File: config.mk
export PLATFORM = sky130hd
export DESIGN_NAME = sha256_msg_padder
export DESIGN_NICKNAME = d
export VERILOG_FILES = /design/src/rtl/sha256_msg_padder.sv
export SDC_FILE = /design/constraint.sdc
export NUM_CORES = 1
export LEC_CHECK = 0
export ABC_AREA = 1
export CAP_MARGIN = 5
export CORE_ASPECT_RATIO = 1.4
export CORE_MARGIN = 4
export CORE_UTILIZATION = 35
export DETAILED_ROUTE_END_ITERATION = 8
export PLACE_DENSITY = 0.55
export SLEW_MARGIN = 20
export SYNTH_ARGS = -nofsm -noshare
export SYNTH_HDL_FRONTEND = slang
export SYNTH_SLANG_ARGS = --single-unit
export TNS_END_PERCENT = 30
File: constraint.sdc
create_clock -name clk -period 31 [get_ports clk]
set_input_delay 6.2 -clock clk [delete_from_list [all_inputs] [get_ports clk]]
set_output_delay 6.2 -clock clk [all_outputs]
set_load 0.01 [all_outputs]
File: src/rtl/sha256_msg_padder.sv
// SHA-256 message padder: streams a NUM_OF_WORDS-word message out of word-addressed RAM and
// hands the compressor fully padded 512-bit blocks over a valid/ready handshake.
module sha256_msg_padder #(
    parameter int NUM_OF_WORDS = 20
) (
    input  logic         clk,
    input  logic         reset,
    input  logic         start,
    input  logic [15:0]  message_addr,
    output logic         mem_clk,
    output logic         mem_we,
    output logic [15:0]  mem_addr,
    input  logic [31:0]  mem_read_data,
    output logic         block_valid,
    input  logic         block_ready,
    output logic [511:0] block_data,
    output logic         block_last,
    output logic         done
);

    // Delimiter word plus the two length words must fit after the message.
    function automatic int calc_num_blocks(input int n_words);
        return (n_words + 32'sd18) / 32'sd16;
    endfunction

    localparam int          NUM_BLOCKS = calc_num_blocks(NUM_OF_WORDS);
    localparam logic [31:0] N_WORDS    = 32'(NUM_OF_WORDS);
    localparam logic [31:0] LAST_BLK   = 32'(NUM_BLOCKS - 1);
    localparam logic [63:0] MSG_BITS   = 64'(NUM_OF_WORDS) * 64'd32;

    typedef enum logic [2:0] {
        IDLE    = 3'd0,
        FETCH   = 3'd1,
        PAD     = 3'd2,
        PRESENT = 3'd3,
        DONE    = 3'd4
    } state_t;

    state_t             state_r;
    logic [15:0]        blk_r;
    logic [31:0]        rd_idx_r;
    logic [31:0]        wr_idx_r;
    logic [15:0]        base_r;
    logic [15:0]        mem_addr_r;
    logic               cap_r;
    logic [0:15][31:0]  words_r;
    logic               block_valid_r;
    logic               block_last_r;
    logic               done_r;

    logic [31:0]        blk_base_s;
    logic [31:0]        blk_end_s;
    logic [31:0]        rd_end_s;
    logic               issue_s;
    logic               last_cap_s;
    logic               is_last_s;
    logic [0:15][31:0]  pad_s;

    assign mem_clk     = clk;
    assign mem_we      = 1'b0;
    assign mem_addr    = mem_addr_r;
    assign block_valid = block_valid_r;
    assign block_data  = words_r;
    assign block_last  = block_last_r;
    assign done        = done_r;

    // Block bounds, read/capture pacing and the padded image of the current block.
    always_comb begin
        blk_base_s = {16'd0, blk_r} * 32'd16;
        blk_end_s  = blk_base_s + 32'd16;
        if (blk_end_s < N_WORDS) begin
            rd_end_s = blk_end_s;
        end else begin
            rd_end_s = N_WORDS;
        end
        issue_s    = (rd_idx_r < rd_end_s);
        last_cap_s = cap_r && ((wr_idx_r + 32'd1) == rd_end_s);
        is_last_s  = ({16'd0, blk_r} == LAST_BLK);
        pad_s      = 512'd0;
        for (int j = 0; j < 16; j++) begin
            if ((blk_base_s + 32'(j)) < N_WORDS) begin
                pad_s[j] = words_r[j];
            end else if ((blk_base_s + 32'(j)) == N_WORDS) begin
                pad_s[j] = 32'h8000_0000;
            end else if (is_last_s && (j == 14)) begin
                pad_s[j] = MSG_BITS[63:32];
            end else if (is_last_s && (j == 15)) begin
                pad_s[j] = MSG_BITS[31:0];
            end else begin
                pad_s[j] = 32'd0;
            end
        end
    end

    // Control FSM: fetch message words, pad, present, and signal completion.
    always_ff @(posedge clk or posedge reset) begin
        if (reset) begin
            state_r       <= IDLE;
            blk_r         <= 16'd0;
            rd_idx_r      <= 32'd0;
            wr_idx_r      <= 32'd0;
            base_r        <= 16'd0;
            mem_addr_r    <= 16'd0;
            cap_r         <= 1'b0;
            words_r       <= 512'd0;
            block_valid_r <= 1'b0;
            block_last_r  <= 1'b0;
            done_r        <= 1'b0;
        end else begin
            case (state_r)
                IDLE: begin
                    done_r <= 1'b0;
                    if (start) begin
                        state_r    <= FETCH;
                        blk_r      <= 16'd0;
                        rd_idx_r   <= 32'd0;
                        wr_idx_r   <= 32'd0;
                        base_r     <= message_addr;
                        mem_addr_r <= message_addr;
                        cap_r      <= 1'b0;
                    end
                end
                FETCH: begin
                    // mem_addr always tracks base + rd_idx; cap_r marks data due next cycle.
                    if (issue_s) begin
                        rd_idx_r   <= rd_idx_r + 32'd1;
                        mem_addr_r <= base_r + rd_idx_r[15:0] + 16'd1;
                        cap_r      <= 1'b1;
                    end else begin
                        cap_r <= 1'b0;
                    end
                    if (cap_r) begin
                        words_r[wr_idx_r[3:0]] <= mem_read_data;
                        wr_idx_r               <= wr_idx_r + 32'd1;
                        if (last_cap_s) begin
                            state_r    <= PAD;
                            mem_addr_r <= 16'd0;
                            cap_r      <= 1'b0;
                        end
                    end
                end
                PAD: begin
                    words_r       <= pad_s;
                    block_valid_r <= 1'b1;
                    block_last_r  <= is_last_s;
                    state_r       <= PRESENT;
                end
                PRESENT: begin
                    if (block_ready) begin
                        block_valid_r <= 1'b0;
                        block_last_r  <= 1'b0;
                        if (is_last_s) begin
                            state_r <= DONE;
                            done_r  <= 1'b1;
                        end else begin
                            blk_r <= blk_r + 16'd1;
                            // Blocks holding only padding skip the memory entirely.
                            if (blk_end_s < N_WORDS) begin
                                state_r    <= FETCH;
                                mem_addr_r <= base_r + rd_idx_r[15:0];
                                cap_r      <= 1'b0;
                            end else begin
                                state_r <= PAD;
                            end
                        end
                    end
                end
                DONE: begin
                    done_r  <= 1'b0;
                    state_r <= IDLE;
                end
                default: begin
                    state_r <= IDLE;
                end
            endcase
        end
    end

endmodule

==> metrics.txt <==
total core area=78,300 sq um; Post-synth EDFFs=0; pwr dens=~110 nW/um^2; placer congestion estimate=between 0.9 and 1; Max-Slew Margin vs Limit=between 20% and 30%; Setup Crit Path Kind=clock port to primary output; library cells used by synthesis=46; Synth area leaders=dfrtp_1 (57%), o22ai_1 (8.1%), nand2_1 (7.6%), inv_1 (6.3%), o21ai_0 (4.5%); share of Yosys cell area claimed by the top area cell type=a little under three fifths; share of cells above drive strength 1=between 5 and 6%; placed cells=between 4,000 and 5,000; DRC=0; Die ar.=around 84,000 sq um; Worst Path Arrival=between 15,000 and 20,000 ps; CP cell instances=clkbuf_16 > clkbuf_16 > clkdlybuf4s50_1; Worst Tran Pin Value=1170 ps; Final Hold Vio Count=0; Initial Util=a little over a third; WL/cell=between 20 and 25 um; sequential area share after synthesis=56.9%; dpl cell area=between 30,000 and 40,000 sq um; CTS Hold Bufs=0; worst path bufs/invs=3; worst vdd ir=~0.050 mV; Slowest cell on crit path=clkdlybuf4s50_1; Hold EP=block_data[23]; Leak=16.4 nW; Post-CTS Setup Bufs=0; Fin Setup TNS=0 ps; DR iter-0 viols=1,720; first-pass GRT wire length=around 160,000 um; pins over their slew limit=0; NumNets Final=around 3,700; fraction of registers with async set/reset=between 90% and 100%; Worst Skew=22.0 ps; outcome=finished clean; vias per cell=around 5.1; Top delay family on crit path=buffers and inverters; Max Cap Violations=0; remaining antenna violation count=0; IO buf count=around 580; hpwl dp=between 80,000 and 90,000 um; vias after detailed routing=24,300; CP max FO=2; Pre-antenna DRT Iters=8; CP Data Required Time=between 20,000 and 25,000 ps; Synth warnings=0; flop2flop setup slack=around 25,000 ps; Worst R2R Path Depth=13; area grow syn2layout=32.9%; Clock Pin Slew Worst Setup and Hold Paths=~60 ps; Layout Cells excl Fill=between 4,000 and 5,000; largest net degree at the start of global routing=between 150 and 200; most frequent cell after synthesis=dfrtp_1; Setup-failing EPs final=0; GR Util All Layers=around a quarter; CTS resizes=0; area leader, netlist=dfrtp_1; Row Count=121; Avg Inst Size Synth=~9 sq um; cell repeated most along the worst path=clkbuf_16; reg2reg end=wr_idx_r[18]; Worst R2R Start=state_r[0]; Worst Setup SP=clk; final wirelength=113,000 um; Worst-Skew Late Latency=740 ps; hold wc startpoint=block_data[23]; total power=3.97 mW; ys flop type=dfrtp_1; slowest stage delay, CP=460 ps; grt total ovfl=0; chip width=about 250 um; initial antenna violation count=8; Design Area, Final=between 30,000 and 40,000 sq um; Post-Syn Instances=roughly 3,100; RSZ-0062 raised after global routing=no; I/O Pins=around 590; CTS tree=done; type of the tightest min-delay check=flip-flop to flip-flop; mapped cell area=approximately 28,000 sq um; Hold Crit Depth=2; post-synthesis register bit count=around 630; vias in the first global route=approximately 24,000; crit path launch type=clock port; die extent in y=341 um; Worst setup EP type=primary output; Synth top cells by count=dfrtp_1 (631), nand2_1 (560), inv_1 (467)
## cell families (layout without fill, tap and decap cells)
family | Yosys count | count (layout) | share of synthesized area (%)
AO/OA/AOI/OAI | 671 | 671 | 14.0
buffers and inverters | 659 | 1207 | 9.35
flip-flops | 631 | 631 | 56.9
AND/OR/NAND/NOR | 1065 | 1065 | 16.4
other | 2 | 19 | 0.0271
adder cells (fa/ha/maj) | 43 | 43 | 1.97
XOR/XNOR | 44 | 44 | 1.39
## worst max-delay path by stage
| stage | endpoint | cells past startpoint |
|---|---|---|
| finish | mem_clk | 3 |
| global route | mem_clk | 3 |
| detailed placement | mem_clk | 1 |
| global placement | mem_clk | 1 |
| floorplan | base_r[0] | 1 |
| CTS | mem_clk | 3 |
## layout by cell type, fill, tap and decap left out, drive strengths merged, types with 3 or more instances in the layout
cell type / synthesis / final
a21o: 3 / 3
a21oi: 36 / 36
buf: 70 / 32
bufinv: 0 / 5
clkbuf: 115 / 93
clkdlybuf4s50: 0 / 583
clkinv: 2 / 15
clkinvlp: 0 / 3
conb: 2 / 17
dfrtp: 631 / 631
ha: 42 / 42
inv: 472 / 476
nand2: 566 / 566
nand3: 247 / 247
nand4: 30 / 30
nor2: 188 / 188
nor3: 19 / 19
nor3b: 3 / 3
nor4: 8 / 8
o21ai: 254 / 254
o21bai: 3 / 3
o22ai: 358 / 358
o31ai: 9 / 9
xnor2: 6 / 6
xor2: 38 / 38
## per-layer routing
metal | up-vias | global-route usage (%) | wire, um
li1 | 11300 | - | -
met1 | 11900 | 32.0 | 43800
met2 | 892 | 44.7 | 55100
met3 | 202 | 5.27 | 8160
met4 | 8 | 11.4 | 5500
met5 | - | 0 | 46
## worst register-to-register path: cells and delay by family, from the launching register on
kind                   cells  cell delay [ps]
DFF                        1              360
buffers and inverters      7             2450
AOI/OAI and AO/OA          1              230
and+or+nand+nor            5             2530
## through the flow
step           hold WS, ps  util, %  worst slack, ps
6_report               486     47.1             8590
3_3_place_gp           461     44.1             8850
2_1_floorplan          453        -             7130
3_5_place_dp           473     44.1             8850
5_1_grt                510     47.1             8580
4_1_cts                487     47.0             8580
## flip-flops by register name, summed over array words and instances, names as in the netlist
register	cells
state_r	3
block_data	512
block_last	1
done	1
wr_idx_r	32
rd_idx_r	32
block_valid	1
mem_addr	16
base_r	16
cap_r	1
blk_r	16
## where the power goes
group | internal (mW) | total [mW] | leakage, nW | switching, mW
Sequential | 1.14 | 1.36 | 8.37 | 0.216
Combinational | 0.780 | 1.76 | 6.87 | 0.985
Clock | 0.497 | 0.852 | 1.13 | 0.355
## layout make-up
| cell class | instances | area [sq um] |
|---|---|---|
| clock inverter | 25 | 295 |
| multi-input combinational | 1840 | 9560 |
| timing repair buffer | 614 | 6130 |
| clock buffer | 94 | 2000 |
| inverter | 474 | 1790 |
| tap | 1045 | 1310 |
| antenna | 2 | 5.00 |
| sequential | 631 | 15800 |
| fill | 7616 | 41400 |
Note: power is estimated with default switching activity, not from simulation.
